$ cat src/rtl/wb_port_arbiter_pkg.sv
// rtl/wb_port_arbiter_pkg.sv - shared encodings and types for the writeback port arbiter
package wb_port_arbiter_pkg;

    typedef enum logic {
        NORMAL = 1'b0,
        FORCE  = 1'b1
    } arbState_t;

    localparam logic [4:0] REG_ZERO = 5'd0;
    localparam logic [4:0] REG_RA   = 5'd31;

    typedef struct packed {
        logic        valid;
        logic [4:0]  regAddr;
        logic [31:0] data;
    } mdEntry_t;

endpackage

$ cat src/rtl/md_result_fifo.sv
// rtl/md_result_fifo.sv - MulDiv result FIFO with per-entry invalidate-by-register
import wb_port_arbiter_pkg::*;

module md_result_fifo #(
    parameter int DEPTH = 2
) (
    input  logic        Clk,
    input  logic        Rst_n,
    input  logic        pushEn,
    input  logic [4:0]  pushReg,
    input  logic [31:0] pushData,
    input  logic        popEn,
    input  logic        invEn,
    input  logic [4:0]  invReg,
    output logic        full,
    output logic        empty,
    output mdEntry_t    head
);

    localparam int PTR_W = (DEPTH > 1) ? $clog2(DEPTH) : 1;
    localparam int CNT_W = $clog2(DEPTH + 1);

    mdEntry_t           mem [DEPTH];
    logic [PTR_W-1:0]   rdPtr;
    logic [PTR_W-1:0]   wrPtr;
    logic [CNT_W-1:0]   count;

    assign full  = (count == CNT_W'(DEPTH));
    assign empty = (count == '0);
    assign head  = mem[rdPtr];

    always_ff @(posedge Clk or negedge Rst_n) begin
        if (!Rst_n) begin
            rdPtr <= '0;
            wrPtr <= '0;
            count <= '0;
            for (int i = 0; i < DEPTH; i++) begin
                mem[i] <= '0;
            end
        end else begin
            // The push slot is never an occupied slot, so the push below cannot undo an invalidate.
            if (invEn) begin
                for (int i = 0; i < DEPTH; i++) begin
                    if (mem[i].regAddr == invReg) begin
                        mem[i].valid <= 1'b0;
                    end
                end
            end
            if (pushEn) begin
                mem[wrPtr] <= '{valid: 1'b1, regAddr: pushReg, data: pushData};
                wrPtr      <= wrPtr + PTR_W'(1);
            end
            if (popEn) begin
                rdPtr <= rdPtr + PTR_W'(1);
            end
            case ({pushEn, popEn})
                2'b10:   count <= count + CNT_W'(1);
                2'b01:   count <= count - CNT_W'(1);
                default: count <= count;
            endcase
        end
    end

endmodule

$ cat src/rtl/wb_port_arbiter.sv
// rtl/wb_port_arbiter.sv - register-file write port arbiter between pipeline and MulDiv
import wb_port_arbiter_pkg::*;

module wb_port_arbiter #(
    parameter int DEPTH    = 2,
    parameter int MAX_WAIT = 4
) (
    input  logic        Clk,
    input  logic        Rst_n,
    input  logic        Pipe_RegWrite,
    input  logic        Pipe_Jal,
    input  logic [4:0]  Pipe_WriteReg,
    input  logic [31:0] Pipe_Data,
    input  logic [31:0] Pipe_PCPlusFour,
    input  logic        Md_Valid,
    input  logic [4:0]  Md_WriteReg,
    input  logic [31:0] Md_Data,
    output logic        Md_Ready,
    output logic        Stall_Pipe,
    output logic        RegWrite,
    output logic [4:0]  WriteReg,
    output logic [31:0] WriteData
);

    localparam int WAIT_W = $clog2(MAX_WAIT + 1);

    arbState_t          state;
    logic [WAIT_W-1:0]  waitCnt;
    logic               fifoFull;
    logic               fifoEmpty;
    mdEntry_t           fifoHead;
    logic               pipeGrant;
    logic               mdPop;
    logic               mdPush;

    always_comb begin
        pipeGrant = (state == NORMAL) && Pipe_RegWrite;
        mdPop     = !fifoEmpty && ((state == FORCE) || !Pipe_RegWrite);
    end

    assign Md_Ready   = !fifoFull || mdPop;
    assign mdPush     = Md_Valid && Md_Ready;
    assign Stall_Pipe = (state == FORCE);

    md_result_fifo #(.DEPTH(DEPTH)) u_fifo (
        .Clk      (Clk),
        .Rst_n    (Rst_n),
        .pushEn   (mdPush),
        .pushReg  (Md_WriteReg),
        .pushData (Md_Data),
        .popEn    (mdPop),
        .invEn    (pipeGrant),
        .invReg   (Pipe_WriteReg),
        .full     (fifoFull),
        .empty    (fifoEmpty),
        .head     (fifoHead)
    );

    always_ff @(posedge Clk or negedge Rst_n) begin
        if (!Rst_n) begin
            state     <= NORMAL;
            waitCnt   <= '0;
            RegWrite  <= 1'b0;
            WriteReg  <= REG_ZERO;
            WriteData <= '0;
        end else begin
            RegWrite <= 1'b0;
            if (pipeGrant) begin
                RegWrite  <= (Pipe_WriteReg != REG_ZERO);
                WriteReg  <= Pipe_WriteReg;
                WriteData <= Pipe_Jal ? Pipe_PCPlusFour : Pipe_Data;
            end else if (mdPop) begin
                // Entries overwritten by a younger pipe write still drain, just silently.
                RegWrite  <= fifoHead.valid && (fifoHead.regAddr != REG_ZERO);
                WriteReg  <= fifoHead.regAddr;
                WriteData <= fifoHead.data;
            end

            case (state)
                NORMAL: begin
                    if (fifoEmpty || mdPop) begin
                        waitCnt <= '0;
                    end else if (waitCnt == WAIT_W'(MAX_WAIT - 1)) begin
                        waitCnt <= '0;
                        state   <= FORCE;
                    end else begin
                        waitCnt <= waitCnt + WAIT_W'(1);
                    end
                end
                FORCE: begin
                    waitCnt <= '0;
                    state   <= NORMAL;
                end
                default: begin
                    waitCnt <= '0;
                    state   <= NORMAL;
                end
            endcase
        end
    end

endmodule

$ cat config.mk
export PLATFORM = sky130hd
export DESIGN_NAME = wb_port_arbiter
export DESIGN_NICKNAME = d
export VERILOG_FILES = /design/src/rtl/wb_port_arbiter_pkg.sv /design/src/rtl/md_result_fifo.sv /design/src/rtl/wb_port_arbiter.sv
export SDC_FILE = /design/constraint.sdc
export NUM_CORES = 1
export LEC_CHECK = 0
export BUFFER_PORTS_ARGS = -buffer_cell sky130_fd_sc_hd__buf_2
export CAP_MARGIN = 25
export CORE_MARGIN = 4
export CORE_UTILIZATION = 27
export DETAILED_ROUTE_END_ITERATION = 16
export PLACE_DENSITY = 0.51
export SLEW_MARGIN = 20
export SYNTH_ARGS = -nofsm -noshare
export SYNTH_HDL_FRONTEND = slang
export SYNTH_SLANG_ARGS = --single-unit
$ cat constraint.sdc
create_clock -name Clk -period 2.9 [get_ports Clk]
set_input_delay 0.435 -clock Clk [delete_from_list [all_inputs] [get_ports Clk]]
set_output_delay 0.435 -clock Clk [all_outputs]
set_load 0.02 [all_outputs]
==> results of run 1 <==
==> through the flow <==
stage	hold slack, ps	cells
after floorplan	139	464
after global placement	420	861
after detailed placement	427	861
after CTS	112	893
after global routing	151	893
final	85.6	893
==> Yosys cell counts, drive strengths merged (2+ instances only) <==
master,n,share of area (%)
o22a,2,0.30
nand4,2,0.21
a21oi,5,0.42
ha,2,0.42
nand2b,3,0.32
clkbuf,18,1.1
a211o,32,4.7
mux2,80,16
xor2,4,0.59
dfrtp,122,52
nor2,11,0.70
mux2i,69,12
nor3,34,2.9
o21ai,33,2.8
xnor2,11,1.6
buf,21,2.2
o211ai,2,0.25
inv,2,0.13
nand3,2,0.17
==> final timing paths <==
check                                            start                  endpoint
max                        u_fifo.count[1]$_DFFE_PN0P_                      flop
max in group asynchronous                        Rst_n  u_fifo.rdPtr$_DFFE_PN0P_
min in group Clk                           Md_Data[31]                      flop
min reg2reg                       waitCnt[0]$_DFF_PN0_      waitCnt[0]$_DFF_PN0_
min                                              Rst_n  WriteData[8]$_DFFE_PN0P_
max reg2reg                u_fifo.count[1]$_DFFE_PN0P_                      flop
==> area by class of cell <==
class	count	area (sq um)	share of cell area (%)
flip-flops and latches	122	3050	40.5
multi-input cells	301	2670	35.5
repair buffers	161	861	11.4
clock buffers	20	447	5.93
well taps	275	344	4.57
clock inverters	12	149	1.98
inverters	2	7.51	0.0997
==> logic make-up after synthesis <==
logic type,count (synthesis),share of synthesized area [%]
AO/OA/AOI/OAI,76,8.83
XOR/XNOR,15,2.22
buffers and inverters,41,3.43
adder cells (fa/ha/maj),2,0.423
multiplexers,149,28.1
AND/OR/NAND/NOR,59,5.29
flip-flops,122,51.7
==> worst reg2reg max path, stage by stage (launching register included) <==
cell and delay (ps):
dfrtp_1 370, buf_4 210, and4bb_4 260, inv_2 80, and3_4 650, mux2_2 420
==> routing by layer <==
| metal | part of all wire, % | up-vias |
|---|---|---|
| met1 | 43 | 2060 |
| met4 | 1.7 | 2 |
| met2 | 49 | 123 |
| met5 | 0.083 | - |
| met3 | 6.0 | 17 |
| li1 | - | 1983 |
==> report_power, final <==
| part | leakage [uW] | total, uW | internal, uW | switching (uW) |
|---|---|---|---|---|
| clock | 0.000282 | 2140 | 1370 | 776 |
| combinational | 0.00180 | 3350 | 1660 | 1690 |
| sequential | 0.00144 | 3040 | 2530 | 503 |
==> flow_summary.json, run 1 <==
{
  "rsz0062_at_grt": "false",
  "route.final.wire_length_mm": 15.7,
  "hold_viol_final": 0,
  "postSynthCellCount": 464,
  "die_y_um": 156,
  "fin_setup_tns_ps": 0,
  "clock_latency_ps": 410,
  "cp_slowest_cell": "and3_4",
  "cts_repair_resize_count": 0,
  "synth_edf_count": 0,
  "fp.dieW_um": 156,
  "final_common_cell": "buf_2",
  "synth-seq-cells": 122,
  "p_total_uw": 8530,
  "drc_errors": 0,
  "top_usage_layer": "met2",
  "period_minus_slack_ps": 2100,
  "overflow": 0,
  "grt_max_degree": 66,
  "path_buf_inv": 2,
  "numClockSinks": 122,
  "cts-hold-fix-buffers": 0,
  "finalSetupViolations": 0,
  "viasPerCell": 4.69,
  "final_cell_area_sq_mm": 0.00753,
  "ant_nets": 0,
  "port_buffers": 150,
  "grt_pass1_vias": 4647,
  "drtIter0Drc": 135,
  "synth-async-reset-ratio_pct": 100,
  "final_cell_mix": "buf_2 (149), dfrtp_1 (121), mux2i_1 (69), mux2_2 (61), nor3_1 (34)",
  "vias": 4185,
  "slew_headroom_pct": 36.3,
  "min_path_type": "primary input to async pin",
  "grtUsageMet3_pct": 3.97,
  "root_buffer": "clkbuf_16",
  "gp_congestion": 0.721,
  "drt-pass1-iter-count": 4,
  "tightest_slew_ps": 955,
  "dp_slack_ps": 769,
  "die_area_sq_mm": 0.0243,
  "reg2reg_slack_ps": 800,
  "syn_area_per_cell_sq_um": 12.7,
  "clock-skew-final_ps": 8.09,
  "rr_worst_depth": 5,
  "setup_slack_ps": 799,
  "status": "complete, no violations",
  "slew_viol_final": 0,
  "cts_max_level": 4,
  "arrival_ps": 2390,
  "post_cts_buffers": 0,
  "yosysUniqueCellTypes": 33,
  "drive_gt1_share_pct": 45.1,
  "critPathKind": "flop to flop",
  "cp.depth": 5,
  "antenna_found_initial": 1,
  "ys_seq_area_share_pct": 51.7,
  "cts_buffers": 17,
  "grt_use_total_pct": 13.1,
  "syn_to_final_growth_pct": 27.5,
  "path_clk_slew_ps": 60,
  "clock_path_buffers": 2,
  "cap_viol_max_count": 0,
  "start_util_pct": 27.8,
  "dp_hpwl_mm": 10.7,
  "crit_path_start_kind": "flop",
  "synth_fp_nets": 577,
  "fin_crit_sh_pct": 72.4,
  "crit_chain": "buf_4 -> and4bb_4 -> inv_2 -> and3_4 -> mux2_2",
  "rows": 53,
  "fmax_mhz": 476,
  "diodes": 0,
  "synth_area_sq_mm": 0.00591,
  "met1_usage_pct": 15.7,
  "grt_pass1_wl_mm": 24.5,
  "post_drt_wl_per_cell_um": 17.6,
  "crit_fanout": 38,
  "postPlaceCellArea_sq_mm": 0.00694,
  "yosysWarnings": 0,
  "synth-main-ff-cell": "dfrtp_1",
  "fill_cells": 2090,
  "ir_worst_vdd_mv": 0.433,
  "leakagePower_uw": 0.00352,
  "core_area_sq_mm": 0.0213,
  "fin_util_pct": 35.4,
  "path_delay_family": "simple AND/OR/NAND/NOR gates",
  "powerDensity_mw_per_mm2": 1130,
  "fin_nets": 718,
  "setup.worst_path.end_class": "flop",
  "cts_tree": "built",
  "use_met2_pct": 22.5,
  "io_pins": 151,
  "crit_required_ps": 3190,
  "slowest_delay_ps": 650
}
No activity file was read; power rests on OpenSTA's default activity.
==> run 2, diff against run 1 <==
Settings changed: PLACE_DENSITY 0.51 to 0.53.
Clock period 2.9 ns to 1.7 ns, I/O delays scaled along.
==> flow_summary.json, run 2 (synthesis results as in run 1) <==
{
  "status": "complete, no violations",
  "fin_util_pct": 36.4,
  "final_cell_mix": "buf_2 (148), dfrtp_1 (118), mux2i_1 (69), mux2_2 (61), nor3_1 (34)",
  "die_area_sq_mm": 0.0243,
  "slowest_delay_ps": 400,
  "tightest_slew_ps": 392,
  "cp_slowest_cell": "dfrtp_2",
  "io_pins": 151,
  "viasPerCell": 4.65,
  "gp_congestion": 0.767,
  "path_clk_slew_ps": 60,
  "leakagePower_uw": 0.00362,
  "diodes": 0,
  "grt_max_degree": 69,
  "fp.dieW_um": 156,
  "finalSetupViolations": 0,
  "cts_tree": "built",
  "fin_crit_sh_pct": 96.7,
  "ir_worst_vdd_mv": 0.744,
  "core_area_sq_mm": 0.0213,
  "die_y_um": 156,
  "setup_slack_ps": 55.5,
  "root_buffer": "clkbuf_16",
  "crit_path_start_kind": "flop",
  "clock_latency_ps": 430,
  "syn_to_final_growth_pct": 31.1,
  "rows": 53,
  "fin_nets": 732,
  "drive_gt1_share_pct": 46.7,
  "grt_pass1_wl_mm": 25.3,
  "crit_chain": "and4bb_4 -> inv_4 -> buf_6",
  "overflow": 0,
  "clock-skew-final_ps": 16.9,
  "place_inst": 874,
  "instances_no_fill": 907,
  "numClockSinks": 122,
  "critPathKind": "flop to output port",
  "postPlaceCellArea_sq_mm": 0.00712,
  "drc_errors": 0,
  "min_path_type": "primary input to flop",
  "ant_nets": 0,
  "slew_viol_final": 0,
  "dp_slack_ps": 75.4,
  "cts_max_level": 4,
  "final_cell_area_sq_mm": 0.00775,
  "route.final.wire_length_mm": 16.1,
  "cts_buffers": 17,
  "clock_path_buffers": 2,
  "start_util_pct": 27.8,
  "grt_use_total_pct": 13.5,
  "antenna_found_initial": 1,
  "arrival_ps": 1390,
  "slew_headroom_pct": 73.9,
  "grt_pass1_vias": 4652,
  "period_minus_slack_ps": 1640,
  "post_cts_buffers": 0,
  "rsz0062_at_grt": "false",
  "vias": 4215,
  "drtIter0Drc": 140,
  "port_buffers": 150,
  "crit_fanout": 4,
  "path_buf_inv": 2,
  "setup.worst_path.end_class": "output port",
  "powerDensity_mw_per_mm2": 1930,
  "drt-pass1-iter-count": 6,
  "crit_required_ps": 1440,
  "cap_viol_max_count": 0,
  "fmax_mhz": 608,
  "final_common_cell": "buf_2",
  "post_drt_wl_per_cell_um": 17.8,
  "dp_hpwl_mm": 11.6,
  "path_delay_family": "flip-flops",
  "hold_viol_final": 0
}
==> run 2: cell types whose count changed in the layout (fill, tap and decap cells not counted), moves of 2 or more <==
cell      before  now
dfrtp_2        1    4
buf_12         2    8
dfrtp_1      121  118
buf_4         10   17
clkbuf_8       1    3
clkinv_2       4    2
==> run 2: area by class of cell <==
cell class | count | area, sq um
well taps | 275 | 344
repair buffers | 175 | 1050
inverters | 2 | 10.0
clock inverters | 10 | 140
multi-input cells | 301 | 2670
clock buffers | 22 | 474
fillers | 2110 | 13500
flip-flops and latches | 122 | 3060
==> run 2: layer usage <==
metal	track usage, %	share of wire [%]	vias to the layer above
li1	-	-	2020
met1	16.5	44	2067
met5	0	0.081	-
met4	4.04	0.99	2
met2	22.6	50	108
met3	4.49	5.5	18
==> run 2: power breakdown <==
group / total [uW] / internal [uW] / switching (uW)
Clock: 3750 / 2420 / 1330
Sequential: 5180 / 4330 / 848
Combinational: 5990 / 3040 / 2950
==> run 2: worst paths after layout <==
path	slack (ps)	cells past startpoint	start	endpoint
setup / recovery	60	3	u_fifo.count[0]$_DFFE_PN0P_	Md_Ready
hold / removal	80	2	Md_Data[19]	flop
setup reg to reg	70	5	u_fifo.count[0]$_DFFE_PN0P_	flop
hold reg to reg	450	1	waitCnt[0]$_DFF_PN0_	waitCnt[0]$_DFF_PN0_
max in group asynchronous	940	3	Rst_n	u_fifo.count[0]$_DFFE_PN0P_
min in group asynchronous	190	2	Rst_n	WriteData[26]$_DFFE_PN0P_
==> run 2: worst register-to-register path: cells and delay by family, from the launching register on <==
kind | cells | cell delay (ps)
buffers and inverters | 2 | 220
flip-flops | 1 | 400
multiplexers | 1 | 320
AND/OR/NAND/NOR | 2 | 580
==> run 2: timing repair <==
item / in CTS / in global routing
gates resized for setup: 0 / 3
setup endpoints to repair: 1 / 1
pin swaps: 1 / 1
hold buffers: 1 / 0
hold endpoints to repair: 122 / 0
==> run 2: per-stage QoR <==
stage                     hold slack (ps)  total power (uW)  TNS (ps)
after floorplan                     -40.6              9360      -803
after global placement               68.6             11100         0
after detailed placement             68.9             11300         0
after CTS                            65.9             15100         0
after global routing                 68.1             15900         0
final                                80.6             14900         0
